File: config.mk
export PLATFORM = sky130hd
export DESIGN_NAME = ray_bus_arbiter_flat
export DESIGN_NICKNAME = d
export VERILOG_FILES = /design/src/rtl/ray_bus_arbiter_if.sv /design/src/rtl/ray_bus_arbiter.sv /design/src/flat_wrapper.sv
export SDC_FILE = /design/constraint.sdc
export NUM_CORES = 1
export LEC_CHECK = 0
export BUFFER_PORTS_ARGS = -buffer_cell sky130_fd_sc_hd__buf_2
export CELL_PAD_IN_SITES_DETAIL_PLACEMENT = 1
export CELL_PAD_IN_SITES_GLOBAL_PLACEMENT = 1
export CORE_AREA = 2 2 162 164
export CTS_BUF_LIST = sky130_fd_sc_hd__clkbuf_4 sky130_fd_sc_hd__clkbuf_8
export CTS_CLUSTER_SIZE = 40
export DETAILED_ROUTE_END_ITERATION = 10
export DIE_AREA = 0 0 164 166
export PLACE_DENSITY_LB_ADDON = 0.2
export SLEW_MARGIN = 20
export SYNTH_ARGS = -nofsm -noshare
export SYNTH_HDL_FRONTEND = slang
export SYNTH_SLANG_ARGS = --single-unit
File: constraint.sdc
create_clock -name clock -period 4 [get_ports clock]
set_input_delay 0.2 -clock clock [delete_from_list [all_inputs] [get_ports clock]]
set_output_delay 0.2 -clock clock [all_outputs]
set_load 0.03 [all_outputs]
File: src/rtl/ray_bus_arbiter_if.sv
// ray_bus_arbiter_if
//   Bundles the RayUnit-side and memory-side bus signals of ray_bus_arbiter.
//   Upstream request channel (upMs*), upstream response channel (upSm*),
//   downstream request channel (ms*), downstream response channel (sm*),
//   and the dropCount statistic.
//   Modports:
//     master - the arbiter's view (drives upMsTaken, upSm*, ms*, smTaken, dropCount)
//     slave  - the surrounding environment's view (RayUnits + memory side)
interface ray_bus_arbiter_if #(
  parameter int NUM_UNITS       = 4,
  parameter int DATA_WIDTH      = 24,
  parameter int ADDRESS_WIDTH   = 32,
  parameter int MASTER_ID_WIDTH = 8,
  parameter int COUNT_WIDTH     = 16
);
  logic [NUM_UNITS*MASTER_ID_WIDTH-1:0] upMsID;
  logic [NUM_UNITS*ADDRESS_WIDTH-1:0]   upMsAddress;
  logic [NUM_UNITS*DATA_WIDTH-1:0]      upMsData;
  logic [NUM_UNITS-1:0]                 upMsWrite;
  logic [NUM_UNITS-1:0]                 upMsValid;
  logic [NUM_UNITS-1:0]                 upMsTaken;
  logic [DATA_WIDTH-1:0]                upSmData;
  logic [NUM_UNITS-1:0]                 upSmValid;
  logic [NUM_UNITS-1:0]                 upSmTaken;
  logic [MASTER_ID_WIDTH-1:0]           msID;
  logic [ADDRESS_WIDTH-1:0]             msAddress;
  logic [DATA_WIDTH-1:0]                msData;
  logic                                 msWrite;
  logic                                 msValid;
  logic                                 msTaken;
  logic [MASTER_ID_WIDTH-1:0]           smID;
  logic [DATA_WIDTH-1:0]                smData;
  logic                                 smValid;
  logic                                 smTaken;
  logic [COUNT_WIDTH-1:0]               dropCount;

  modport master (
    input  upMsID, upMsAddress, upMsData, upMsWrite, upMsValid,
    output upMsTaken,
    output upSmData, upSmValid,
    input  upSmTaken,
    output msID, msAddress, msData, msWrite, msValid,
    input  msTaken,
    input  smID, smData, smValid,
    output smTaken,
    output dropCount
  );

  modport slave (
    output upMsID, upMsAddress, upMsData, upMsWrite, upMsValid,
    input  upMsTaken,
    input  upSmData, upSmValid,
    output upSmTaken,
    input  msID, msAddress, msData, msWrite, msValid,
    output msTaken,
    output smID, smData, smValid,
    input  smTaken,
    input  dropCount
  );
endinterface

File: src/rtl/ray_bus_arbiter.sv
// ray_bus_arbiter
//   Shares one MemoryBus slave port among NUM_UNITS RayUnit masters.
//   Requests: round-robin arbitration into a one-entry registered output stage
//   (1-cycle latency, 1 transfer/cycle while msTaken is held high).
//   Responses: purely combinational routing by smID; unit i owns ID
//   MASTER_ID_BASE+i. Responses with an unknown ID are accepted and dropped.
//   Ports:
//     clock - system clock
//     reset - asynchronous, active-low reset
//     bus   - ray_bus_arbiter_if.master (all request/response channels, dropCount)
//   Optional build macro ARB_STATS_EN: enables a saturating drop counter on
//   dropCount and per-port saturating grant counters for debug probing.
//   Without it dropCount is tied to 0.
module ray_bus_arbiter #(
  parameter int NUM_UNITS       = 4,
  parameter int DATA_WIDTH      = 24,
  parameter int ADDRESS_WIDTH   = 32,
  parameter int MASTER_ID_WIDTH = 8,
  parameter int MASTER_ID_BASE  = 5,
  parameter int COUNT_WIDTH     = 16
) (
  input logic               clock,
  input logic               reset,
  ray_bus_arbiter_if.master bus
);
  localparam int PTR_W = (NUM_UNITS > 1) ? $clog2(NUM_UNITS) : 1;

  logic [PTR_W-1:0]           rr_ptr;
  logic [PTR_W-1:0]           grant_idx;
  logic [PTR_W-1:0]           next_ptr;
  logic                       out_free;
  logic                       grant_any;
  logic [NUM_UNITS-1:0]       grant_oh;
  logic [MASTER_ID_WIDTH-1:0] sel_id;
  logic [ADDRESS_WIDTH-1:0]   sel_addr;
  logic [DATA_WIDTH-1:0]      sel_data;
  logic                       sel_write;
  logic [NUM_UNITS-1:0]       hit;
  logic                       routed;

  // Arbitration: scan from rr_ptr with wrap, first valid port wins.
  // Grants are suppressed while reset is asserted so that no unit sees its
  // request accepted while the output register is being cleared.
  always_comb begin
    out_free  = !bus.msValid || bus.msTaken;
    grant_any = 1'b0;
    grant_idx = '0;
    if (reset && out_free) begin
      for (int k = 0; k < NUM_UNITS; k++) begin
        if (!grant_any && bus.upMsValid[PTR_W'((int'(rr_ptr) + k) % NUM_UNITS)]) begin
          grant_any = 1'b1;
          grant_idx = PTR_W'((int'(rr_ptr) + k) % NUM_UNITS);
        end
      end
    end
    grant_oh = '0;
    if (grant_any) grant_oh[grant_idx] = 1'b1;
    next_ptr = (int'(grant_idx) == NUM_UNITS - 1) ? '0 : grant_idx + PTR_W'(1);
  end

  assign sel_id    = bus.upMsID[grant_idx*MASTER_ID_WIDTH +: MASTER_ID_WIDTH];
  assign sel_addr  = bus.upMsAddress[grant_idx*ADDRESS_WIDTH +: ADDRESS_WIDTH];
  assign sel_data  = bus.upMsData[grant_idx*DATA_WIDTH +: DATA_WIDTH];
  assign sel_write = bus.upMsWrite[grant_idx];

  assign bus.upMsTaken = grant_oh;

  // Output register stage: loads on grant, clears when drained without a new grant.
  always_ff @(posedge clock or negedge reset) begin
    if (!reset) begin
      bus.msValid   <= 1'b0;
      bus.msID      <= '0;
      bus.msAddress <= '0;
      bus.msData    <= '0;
      bus.msWrite   <= 1'b0;
      rr_ptr        <= '0;
    end else if (out_free) begin
      bus.msValid <= grant_any;
      if (grant_any) begin
        bus.msID      <= sel_id;
        bus.msAddress <= sel_addr;
        bus.msData    <= sel_data;
        bus.msWrite   <= sel_write;
        rr_ptr        <= next_ptr;
      end
    end
  end

  // Response routing: decode smID against each unit's ID in MASTER_ID_WIDTH bits.
  always_comb begin
    hit = '0;
    for (int i = 0; i < NUM_UNITS; i++) begin
      hit[i] = bus.smValid && (bus.smID == MASTER_ID_WIDTH'(MASTER_ID_BASE + i));
    end
    routed = |hit;
  end

  assign bus.upSmValid = hit;
  assign bus.upSmData  = bus.smData;
  // Unknown IDs are swallowed immediately so the response channel never wedges.
  assign bus.smTaken   = routed ? |(hit & bus.upSmTaken) : bus.smValid;

`ifdef ARB_STATS_EN
  logic                   unroutable;
  logic [COUNT_WIDTH-1:0] drop_cnt;
  logic [COUNT_WIDTH-1:0] grant_cnt [NUM_UNITS];

  assign unroutable = bus.smValid && !routed;

  always_ff @(posedge clock or negedge reset) begin
    if (!reset) begin
      drop_cnt <= '0;
      for (int i = 0; i < NUM_UNITS; i++) grant_cnt[i] <= '0;
    end else begin
      if (unroutable && (drop_cnt != '1)) drop_cnt <= drop_cnt + COUNT_WIDTH'(1);
      if (grant_any && (grant_cnt[grant_idx] != '1))
        grant_cnt[grant_idx] <= grant_cnt[grant_idx] + COUNT_WIDTH'(1);
    end
  end

  assign bus.dropCount = drop_cnt;
`else
  assign bus.dropCount = '0;
`endif
endmodule

File: src/flat_wrapper.sv
// flat-port wrapper written by rule: the top's interface ports become plain ports
module ray_bus_arbiter_flat 
#(
  parameter int NUM_UNITS       = 4,
  parameter int DATA_WIDTH      = 24,
  parameter int ADDRESS_WIDTH   = 32,
  parameter int MASTER_ID_WIDTH = 8,
  parameter int MASTER_ID_BASE  = 5,
  parameter int COUNT_WIDTH     = 16
)
  (clock, reset, bus_upMsID, bus_upMsAddress, bus_upMsData, bus_upMsWrite, bus_upMsValid, bus_upMsTaken, bus_upSmData, bus_upSmValid, bus_upSmTaken, bus_msID, bus_msAddress, bus_msData, bus_msWrite, bus_msValid, bus_msTaken, bus_smID, bus_smData, bus_smValid, bus_smTaken, bus_dropCount);
  ray_bus_arbiter_if #(.NUM_UNITS(NUM_UNITS), .DATA_WIDTH(DATA_WIDTH), .ADDRESS_WIDTH(ADDRESS_WIDTH), .MASTER_ID_WIDTH(MASTER_ID_WIDTH), .COUNT_WIDTH(COUNT_WIDTH)) bus_i ();
  input logic clock;
  input logic reset;
  input wire logic [$bits(bus_i.upMsID)-1:0] bus_upMsID;
  input wire logic [$bits(bus_i.upMsAddress)-1:0] bus_upMsAddress;
  input wire logic [$bits(bus_i.upMsData)-1:0] bus_upMsData;
  input wire logic [$bits(bus_i.upMsWrite)-1:0] bus_upMsWrite;
  input wire logic [$bits(bus_i.upMsValid)-1:0] bus_upMsValid;
  output wire logic [$bits(bus_i.upMsTaken)-1:0] bus_upMsTaken;
  output wire logic [$bits(bus_i.upSmData)-1:0] bus_upSmData;
  output wire logic [$bits(bus_i.upSmValid)-1:0] bus_upSmValid;
  input wire logic [$bits(bus_i.upSmTaken)-1:0] bus_upSmTaken;
  output wire logic [$bits(bus_i.msID)-1:0] bus_msID;
  output wire logic [$bits(bus_i.msAddress)-1:0] bus_msAddress;
  output wire logic [$bits(bus_i.msData)-1:0] bus_msData;
  output wire logic [$bits(bus_i.msWrite)-1:0] bus_msWrite;
  output wire logic [$bits(bus_i.msValid)-1:0] bus_msValid;
  input wire logic [$bits(bus_i.msTaken)-1:0] bus_msTaken;
  input wire logic [$bits(bus_i.smID)-1:0] bus_smID;
  input wire logic [$bits(bus_i.smData)-1:0] bus_smData;
  input wire logic [$bits(bus_i.smValid)-1:0] bus_smValid;
  output wire logic [$bits(bus_i.smTaken)-1:0] bus_smTaken;
  output wire logic [$bits(bus_i.dropCount)-1:0] bus_dropCount;
  assign bus_i.upMsID = bus_upMsID;
  assign bus_i.upMsAddress = bus_upMsAddress;
  assign bus_i.upMsData = bus_upMsData;
  assign bus_i.upMsWrite = bus_upMsWrite;
  assign bus_i.upMsValid = bus_upMsValid;
  assign bus_upMsTaken = bus_i.upMsTaken;
  assign bus_upSmData = bus_i.upSmData;
  assign bus_upSmValid = bus_i.upSmValid;
  assign bus_i.upSmTaken = bus_upSmTaken;
  assign bus_msID = bus_i.msID;
  assign bus_msAddress = bus_i.msAddress;
  assign bus_msData = bus_i.msData;
  assign bus_msWrite = bus_i.msWrite;
  assign bus_msValid = bus_i.msValid;
  assign bus_i.msTaken = bus_msTaken;
  assign bus_i.smID = bus_smID;
  assign bus_i.smData = bus_smData;
  assign bus_i.smValid = bus_smValid;
  assign bus_smTaken = bus_i.smTaken;
  assign bus_dropCount = bus_i.dropCount;
  ray_bus_arbiter #(.NUM_UNITS(NUM_UNITS), .DATA_WIDTH(DATA_WIDTH), .ADDRESS_WIDTH(ADDRESS_WIDTH), .MASTER_ID_WIDTH(MASTER_ID_WIDTH), .MASTER_ID_BASE(MASTER_ID_BASE), .COUNT_WIDTH(COUNT_WIDTH)) u_core (.clock(clock), .reset(reset), .bus(bus_i));
endmodule
# After elaboration in Yosys (flattened, before gate mapping)
# Index checks and enable logic that the tools add are counted.
[op_classes]
muxes = 32
shift = 3
add_sub_neg = 4
eq_ne = 5
magnitude_cmp = 6
bitwise = 1
multipliers = 1
n_reduce_logical = 17
[ops]
columns = ["cell", "count"]
rows = [
  ["128-bit by 8-bit variable part select with 32-bit output", 1],
  ["96-bit by 8-bit variable part select with 24-bit output", 1],
  ["32-bit by 6-bit variable part select with 8-bit output", 1],
  ["8-bit by 3-bit equality test with 1-bit output, second input constant", 3],
  ["1-bit 2-to-1 mux", 19],
  ["2-bit by 4-bit less-than comparator with 1-bit output, second input constant", 4],
  ["2-bit 2-to-1 mux", 6],
  ["1-bit binary-select mux with 2-bit select", 5],
  ["1-bit logical AND", 9],
  ["8-bit by 4-bit equality test with 1-bit output, second input constant", 1],
  ["4-bit OR reduction", 2],
  ["2-bit by 1-bit adder with 2-bit output, second input constant", 2],
  ["2-bit adder, second input constant", 2],
  ["4-bit bitwise AND", 1],
  ["1-bit zero test", 4],
  ["2-bit by 2-bit multiplier with 4-bit output, second input constant", 1],
  ["4-bit 2-to-1 mux", 1],
  ["2-bit by 3-bit less-than comparator with 1-bit output, second input constant", 1],
  ["1-bit demux with 2-bit select", 1],
  ["2-bit by 1-bit equality test with 1-bit output, second input constant", 1],
  ["2-bit by 1-bit >= comparator with 1-bit output, second input constant", 1],
  ["2-bit AND reduction", 1],
  ["1-bit logical OR", 1],
]
[word_totals]
inputBits = 304
ff_bits = 68
word_cells = 75

# Logic depth before layout (Yosys ltp)
# Gate-level depths: netlist (run 1).
[depth]
ltp_word = 22
depth_mapped = 9
mapped_depth_nobuf = 7

# Worst setup path before layout (run 1)
# Ideal clock, no wire load.
[synth_timing]
path_kind = "input to output"
startpoint = "input bus_smID[4]"
endpoint = "output bus_smTaken"
required_time_ns = 3.800
arrival_ns = 2.109
path_stages = 5
path_slack_ns = 1.691
cell_sequence = "or4b_1 nor2_1 nand2_1 nor3b_1 a211o_1"
[synth_between]
elab_chain_cells = 5
word_cells_on_any_way = 12
classes_between = "eq/ne: 4; mux: 1; bitwise: 1; reduce/logical: 6"
[synth_rtl]
columns = ["element", "line_no", "rtl"]
rows = [
  ["start: declaration", "flat_wrapper.sv:30", "input wire logic [$bits(bus_i.smID)-1:0] bus_smID;"],
  ["8-bit by 3-bit equality test with 1-bit output (*)", "ray_bus_arbiter.sv:93", "hit[i] = bus.smValid && (bus.smID == MASTER_ID_WIDTH'(MASTER_ID_BASE + i));"],
  ["1-bit logical AND (*)", "ray_bus_arbiter.sv:93", ""],
  ["via bus_upSmValid[0]", "flat_wrapper.sv:22", "output wire logic [$bits(bus_i.upSmValid)-1:0] bus_upSmValid;"],
  ["4-bit bitwise AND", "ray_bus_arbiter.sv:101", "assign bus.smTaken = routed ? |(hit & bus.upSmTaken) : bus.smValid;"],
  ["4-bit OR reduction", "ray_bus_arbiter.sv:101", ""],
  ["1-bit 2-to-1 mux (*)", "ray_bus_arbiter.sv:101", ""],
  ["end: declaration", "flat_wrapper.sv:33", "output wire logic [$bits(bus_i.smTaken)-1:0] bus_smTaken;"],
]
# Mark *: on every way through the listed nets, which the timed path passes. The rest lies on a longest branch.

# Worst setup path in the final report (run 1)
[layout_timing]
startpoint = "input reset"
endpoint = "output bus_upMsTaken[0]"
[layout_between]
elab_chain_cells = 7
word_cells_on_any_way = 9
classes_between = "order compare: 2; mux: 5; reduce/logical: 2"
[layout_rtl]
columns = ["element", "line_no", "rtl"]
rows = [
  ["start: declaration", "flat_wrapper.sv:14", "input logic reset;"],
  ["1-bit logical AND (*)", "ray_bus_arbiter.sv:48", "if (reset && out_free) begin"],
  ["2-bit 2-to-1 mux", "ray_bus_arbiter.sv:48", ""],
  ["2-bit by 3-bit less-than comparator with 1-bit output (not written as such) / 2-bit by 1-bit >= comparator with 1-bit output (equally long branches)", "ray_bus_arbiter.sv:57", "if (grant_any) grant_oh[grant_idx] = 1'b1;"],
  ["1-bit logical AND (not written as such)", "ray_bus_arbiter.sv:57", ""],
  ["1-bit 2-to-1 mux (not written as such)", "ray_bus_arbiter.sv:57", ""],
  ["1-bit demux with 2-bit select", "-", ""],
  ["4-bit 2-to-1 mux (*)", "ray_bus_arbiter.sv:57", ""],
  ["end: declaration", "flat_wrapper.sv:20", "output wire logic [$bits(bus_i.upMsTaken)-1:0] bus_upMsTaken;"],
]
# Mark *: on every way between the ends. The rest lies on a longest branch, timed or not.

==> impl_results.md, run 1 <==
- Biggest cell delay along the critical path: 0.52 ns
- Post-synth top area cell: dfrtp_1
- Total power: around 4 mW
- Post-synth cell types: 36
- WP data arrival: 2.72 ns
- Cell internal pwr: 2.07 mW
- Share of cells above drive strength 1: 0.542
- Worst-skew pair later-pin latency: 0.36 ns
- Critical Path Sink Type: primary output
- Worst-margin pin slew: 0.923 ns
- Max-Cap Viols: 0
- CP Cell Sequence: dlygate4sd3_1 > buf_4 > nand2_1 > nor2_4 > buf_4 > and2_1 > inv_1 > ha_1 > and2_1 > buf_2
- CTS max path bufs: 2
- Clk network pwr share: 0.155
- DR vias: around 5400
- # placed instances: 1165
- Final setup viols: 0
- Syn Area/Cell: between 9 and 10 um^2
- FMAX: 343 MHz
- TritonCTS Sinks: 68
- Gr ovfl total: 0
- Drt drc: 0
- Ranking of synthesized cells by area: dfrtp_1 (32%), a211oi_2 (16%), mux2i_1 (13%)
- Clk pin slew, worst setup/hold paths: 0.09 ns
- Die footprint: 27200 um^2
- Starting Density: 0.205
- Cell area after synthesis: 5260 um^2
- Pre-antenna DRT Iters: 4
- Synth Register Bits: 68
- RePlAce Congestion: 0.762
- Vias per cell: 4.57
- Leak pwr: 3.64 nW
- Switch share: 0.487
- Routed WL: 22000 um
- CP Launch Type: primary input
- Unrepaired setup endpoints after global routing: no
- Crit-path max FO: 37
- CTS tree: done
- Relative slew margins: 0.385
- Final count of hold timing violations: 0
- Number of global-route vias before repair: between 5000 and 6000
- P per Cell Area: 550 nW/um^2
- Num ports: roughly 420
- Wire per inst: 18.6 um
- Buffers and inverters on the worst path: 5
- Largest net degree at the start of global routing: 66
- Final setup skew: between 0.015 and 0.02 ns
- Dpl hpwl: 16500 um
- Synth Instances: 538
- Setup repair bufs after CTS: 0
- Die X: 164 um
- Synth warnings: 0
- Worst hold path type: in -> reg
- Hold Slack: 0.167 ns
- Area Growth Syn to Fin: 39.3%
- Total track usage: 0.158
- Comb power frac: 0.569
- Final ANT Viol Nets: 0
- Min cycle time layout: 2.92 ns
- WS Path Type: in -> out
- Top cell type's share of synthesized area: 0.324
- Clock tree root driver cell: clkbuf_8
- Setup_tns: 0 ns
- Fillers: 3119
- Post-Layout Cell Count: 1183
- Slowest cell on crit path: dlygate4sd3_1
- Status: finished clean
- Sw Pwr: 1.96 mW
- Final Max Tran Viols: 0
- Final net count: 1150
- # rows: 59
- Crit-path leading delay family: buffers and inverters
- VDD IR max: 0.000165 V
- FF-to-FF setup slack: 1.62 ns
- Seq/Total Area, Yosys: 0.324
- Number of buffers created by CTS: 9
- Req. time, crit path: 3.80 ns
- First DRT Iteration DRCs: 133
- Final period util: 0.730
- Seq pwr share: 0.276
- Height of the chip: ~170 um
- Buffers on Ports: about 350
- First-pass GRT wire length: approximately 33000 um
- Core Area: between 20000 and 30000 um^2
- H-tree Lvls: 3
- CTS resizes: 0
- Initial antenna violation count: 1
[final timing paths]
check	cells after the start	end	startpoint
setup / recovery	10	bus_upMsTaken[0]	reset
hold / removal	3	u_core.bus.msID[4]$_DFFE_PN0P_	bus_upMsID[4]
setup reg to reg	6	u_core.bus.msData[12]$_DFFE_PN0P_	u_core.rr_ptr[1]$_DFFE_PN0P_
hold reg to reg	2	u_core.bus.msData[13]$_DFFE_PN0P_	u_core.bus.msData[13]$_DFFE_PN0P_
max in group asynchronous	3	u_core.bus.msData[9]$_DFFE_PN0P_	reset
min in group asynchronous	2	u_core.bus.msData[18]$_DFFE_PN0P_	reset
[layout make-up]
class                   instances  area, um^2  area share
flip-flops and latches         68        1700       0.232
repair buffers                367        1900       0.259
diodes                          1        2.50    0.000342
inverters                       4        15.0     0.00205
well taps                     335         419      0.0572
clock buffers                  12         159      0.0217
multi-input cells             392        3080       0.421
clock inverters                 4        47.5     0.00649
[logic make-up after synthesis]
group,count (synthesis),share of synthesized area
fa+ha+maj,4,0.00952
simple gates,160,0.157
mux,67,0.128
compound gates,145,0.273
other cells,1,0.000713
buf+inv,93,0.108
flops,68,0.324
[cells in the final DEF (no fill, tap or decap), types with 2 or more instances in the layout]
cell type,synthesis,routed
a211oi_1,61,61
a211oi_2,69,69
a21oi_1,2,2
and2_1,7,6
and3_1,65,65
buf_12,0,2
buf_2,18,353
buf_4,43,11
clkbuf_8,0,11
clkinv_2,0,2
conb_1,1,16
dfrtp_1,68,68
ha_1,4,4
inv_1,4,4
mux2i_1,66,66
nand2_1,5,4
nand2b_1,2,2
nor2_1,71,70
nor2b_1,2,2
nor3b_1,2,2
nor4_1,2,2
o21a_1,2,2
o21ai_0,2,2
[power by group through the flow]
stage	registers, mW	clock network [mW]	logic, mW
5_1_grt	1.15	0.689	2.48
4_1_cts	1.12	0.662	2.35
2_1_floorplan	1.65	0	1.10
6_report	1.11	0.624	2.29
3_5_place_dp	1.13	0	2.35
3_3_place_gp	1.12	0	2.34
[synth_stat cells]
master and instances:
a211o_1 1, a211oi_1 61, a211oi_2 69, a21boi_2 1, a21o_1 1, a21oi_1 2, a22o_1 1, a22oi_1 1
and2_1 7, and3_1 65, and4bb_1 1, buf_2 18, buf_4 43, buf_6 5, clkbuf_1 23, conb_1 1
dfrtp_1 68, ha_1 4, inv_1 4, mux2_2 1, mux2i_1 66, nand2_1 5, nand2b_1 2, nor2_1 71
nor2b_1 2, nor3_1 1, nor3b_1 2, nor4_1 2, nor4b_1 1, o21a_1 2, o21ai_0 2, o21ai_1 1
o221ai_2 1, o22a_2 1, o22ai_1 1, or4b_1 1
[through the flow]
| step | instance area [um^2] | utilization | setup slack [ns] |
|---|---|---|---|
| 3_5_place_dp | 7110 | 0.277 | 1.49 |
| 5_1_grt | 7320 | 0.286 | 0.837 |
| 2_1_floorplan | 5320 | - | 1.69 |
| 3_3_place_gp | 7110 | 0.277 | 1.55 |
| 4_1_cts | 7320 | 0.286 | 0.985 |
| 6_report | 7320 | 0.286 | 1.08 |
[tightest hold or removal path: cells and delay by family]
kind                   cells  cell delay, ns
multiplexers               1            0.12
buffers and inverters      1            0.09
AO/OA/AOI/OAI              1            0.08
[registers in the layout, summed over array words and instances, names as in the netlist]
signal,count
u_core.bus.msAddress,32
u_core.bus.msData,24
u_core.bus.msID,8
u_core.rr_ptr,2
u_core.bus.msValid,1
u_core.bus.msWrite,1
[timing repair]
action | in CTS | in global routing
endpoints found under the setup margin | 0 | 0
hold buffers | 1 | 0
endpoints found under the hold margin | 34 | 0
[per-layer routing]
metal,vias up,share of wire,GRT usage
met5,-,0,0
met4,0,0.022,0.0534
met3,32,0.084,0.0415
met2,250,0.50,0.282
met1,2570,0.40,0.180
li1,2558,-,-
Power figures use the tool's default switching activity.
==> run 2: changes to the inputs <==
==> constraint.sdc (replaced) <==
create_clock -name clock -period 2.8 [get_ports clock]
set_input_delay 0.14 -clock clock [delete_from_list [all_inputs] [get_ports clock]]
set_output_delay 0.14 -clock clock [all_outputs]
set_load 0.03 [all_outputs]
==> run 2 against run 1 <==
Register-to-register slack got worse by 1.2 ns; design area increased by 0.77%; sequential power increased by 43%; via count decreased by 0.24%; highest routed layer unchanged; clock power increased by 37%; sequential cell count unchanged; clock skew increased by 0.0066 ns; non-clock buffer count increased by 5; wire length increased by 0.92%; total power increased by 43%.
==> impl_results.md, run 2 (synthesized netlist as in run 1, its figures left out) <==
- Number of diodes: 0 (-1)
- Seq pwr share: 0.276 (about the same)
- Worst-skew pair later-pin latency: 0.37 ns (about the same)
- Max-Cap Viols: 0 (unchanged)
- Starting Density: 0.205 (unchanged)
- Drt drc: 0 (unchanged)
- CP Launch Type: flop
- Comb power frac: 0.576 (+0.007)
- Largest net degree at the start of global routing: 39 (-41%)
- CTS resizes: 0 (unchanged)
- Biggest cell delay along the critical path: 0.50 ns (-0.02 ns)
- Share of cells above drive strength 1: 0.544 (+0.00215)
- # rows: 59 (unchanged)
- Met1 Use GR: 0.189 (+0.00861)
- Buffers and inverters on the worst path: 2 (-3)
- H-tree Lvls: 3 (unchanged)
- Min cycle time layout: 2.43 ns
- Top Usage Layer GRT: met2
- Hold Slack: 0.0875 ns (-0.0793 ns)
- Final ANT Viol Nets: 0 (unchanged)
- Dpl hpwl: 17200 um (+3.9%)
- Vias per cell: 4.55 (-0.49%)
- CP most frequent cell: and2_1
- Fillers: 3076 (-1.4%)
- Final net count: 1155 (+0.43%)
- Biggest regs: u_core.bus.msAddress x32, u_core.bus.msData x24, u_core.bus.msID x8
- Multi-input gate area: 3080 um^2 (unchanged)
- WS Path Type: reg -> out
- Status: finished clean
- Pre-antenna DRT Iters: 4 (unchanged)
- Max reg flops: 32 (unchanged)
- Height of the chip: 166 um (unchanged)
- Setup_tns: 0 ns (unchanged)
- CTS tree: done
- Crit-path max FO: 7 (-81%)
- Register area: 1700 um^2 (unchanged)
- Relative slew margins: 0.603 (+0.219)
- Met2 Resource Use GR: 0.285 (+0.00237)
- Wire per inst: 18.7 um (+0.66%)
- Worst hold path type: in -> reg
- Final period util: 0.867
- Sw Pwr: 2.80 mW (+43%)
- Crit-path leading delay family: flip-flops
- Clk pin slew, worst setup/hold paths: 0.10 ns (about the same)
- Final count of hold timing violations: 0 (unchanged)
- Register with the most flip-flops: u_core.bus.msAddress
- WP data arrival: 2.29 ns (-0.43 ns)
- DR vias: 5397 (-0.24%)
- Number of buffers created by CTS: 9 (unchanged)
- Routed WL: 22200 um (+0.92%)
- Post-Layout Cell Count: 1186 (+0.25%)
- Final setup skew: 0.0235 ns (+0.00664 ns)
- Critical Path Sink Type: primary output
- TritonCTS Sinks: 68 (unchanged)
- Cell internal pwr: 2.95 mW (+43%)
- Clock tree root driver cell: clkbuf_8
- Num ports: 419 (unchanged)
- Leak pwr: 3.67 nW (+0.74%)
- First-pass GRT wire length: 33400 um (+1.0%)
- Worst-margin pin slew: 0.590 ns (-0.334 ns)
- Final Max Tran Viols: 0 (unchanged)
- FMAX: 412 MHz
- Slowest cell on crit path: dfrtp_1
- VDD IR max: 0.000344 V (+110%)
- Total track usage: 0.160 (+0.00239)
- Post-layout util: 0.288 (+0.00220)
- Req. time, crit path: 2.66 ns (-1.14 ns)
- RePlAce Congestion: 0.754 (-1.0%)
- CTS max path bufs: 2 (unchanged)
- Initial antenna violation count: 0 (-1)
- Number of global-route vias before repair: 5848 (+0.45%)
- CP Cell Sequence: mux2i_1 > o22a_2 > a21boi_4 > and2_1 > inv_1 > ha_1 > and2_1 > buf_2
- First DRT Iteration DRCs: 105 (-21%)
- Met3 usage: 0.0465 (+0.00500)
- Die X: 164 um (unchanged)
- Most common cell after layout, fill and taps aside: buf_2
- Core Area: 25600 um^2 (unchanged)
- # placed instances: 1170 (+0.43%)
- P per Cell Area: 780 nW/um^2 (+42%)
- Unrepaired setup endpoints after global routing: no
- Area Growth Syn to Fin: 40.4%
- Clk network pwr share: 0.148 (-0.007)
- Gr ovfl total: 0 (unchanged)
- Die footprint: 27200 um^2 (unchanged)
- Switch share: 0.487 (about the same)
- Final setup viols: 0 (unchanged)
- Most frequent cells in the layout: buf_2 (353), nor2_1 (70), a211oi_2 (69), dfrtp_1 (68), mux2i_1 (66)
- Buffers on Ports: 354 (unchanged)
## run 2: stage by stage
| step | total power, mW | cell area, um^2 | worst slack, ns |
|---|---|---|---|
| 6_report | 5.76 | 7380 | 0.371 |
| 5_1_grt | 6.17 | 7380 | 0.145 |
| 4_1_cts | 5.88 | 7380 | 0.300 |
| 3_5_place_dp | 5.00 | 7180 | 0.427 |
| 3_3_place_gp | 4.97 | 7180 | 0.506 |
| 2_1_floorplan | 3.93 | 5320 | 0.611 |
## run 2: final cells by class
type                       count  area share
timing repair buffer         372       0.268
sequential                    68       0.231
inverter                       4     0.00203
multi-input combinational    392       0.417
clock inverter                 4     0.00695
tap                          335      0.0568
clock buffer                  11      0.0188
## run 2: power groups by stage
| stage | Combinational (mW) | Clock [mW] | Sequential [mW] |
|---|---|---|---|
| after detailed placement | 3.39 | 0 | 1.61 |
| after global routing | 3.57 | 0.939 | 1.65 |
| after global placement | 3.37 | 0 | 1.60 |
| after floorplan | 1.58 | 0 | 2.36 |
| final | 3.31 | 0.854 | 1.59 |
| after CTS | 3.39 | 0.894 | 1.60 |
## run 2: layer usage
| layer | vias to the layer above | part of all wire | wire length [um] |
|---|---|---|---|
| li1 | 2570 | - | - |
| met1 | 2565 | 0.41 | 9000 |
| met4 | 0 | 0.013 | 280 |
| met5 | - | 0 | 0 |
| met2 | 243 | 0.50 | 11100 |
| met3 | 19 | 0.082 | 1810 |
## run 2: worst register-to-register path, delay by kind of cell, from the launching register on
family	cells	cell delay [ns]
simple gates	1	0.31
compound gates	3	0.56
flops	1	0.50
mux	1	0.22
buf+inv	2	0.63
## run 2: timing repair
| item | in CTS | in global routing |
|---|---|---|
| hold endpoints to repair | 68 | 0 |
| setup buffers | 0 | 0 |
| hold buffers | 1 | 0 |
## run 2: worst paths after layout
path,start,end,slack (ns),cells after the start
max,u_core.rr_ptr[1]$_DFFE_PN0P_,bus_upMsTaken[2],0.37,8
min,bus_upMsData[8],u_core.bus.msData[8]$_DFFE_PN0P_,0.09,3
max reg2reg,u_core.rr_ptr[1]$_DFFE_PN0P_,u_core.bus.msAddress[2]$_DFFE_PN0P_,0.44,7
min reg2reg,u_core.bus.msData[12]$_DFFE_PN0P_,u_core.bus.msData[12]$_DFFE_PN0P_,0.56,2
max in group asynchronous,reset,u_core.bus.msData[9]$_DFFE_PN0P_,1.98,3
min in group asynchronous,reset,u_core.bus.msData[8]$_DFFE_PN0P_,0.38,3
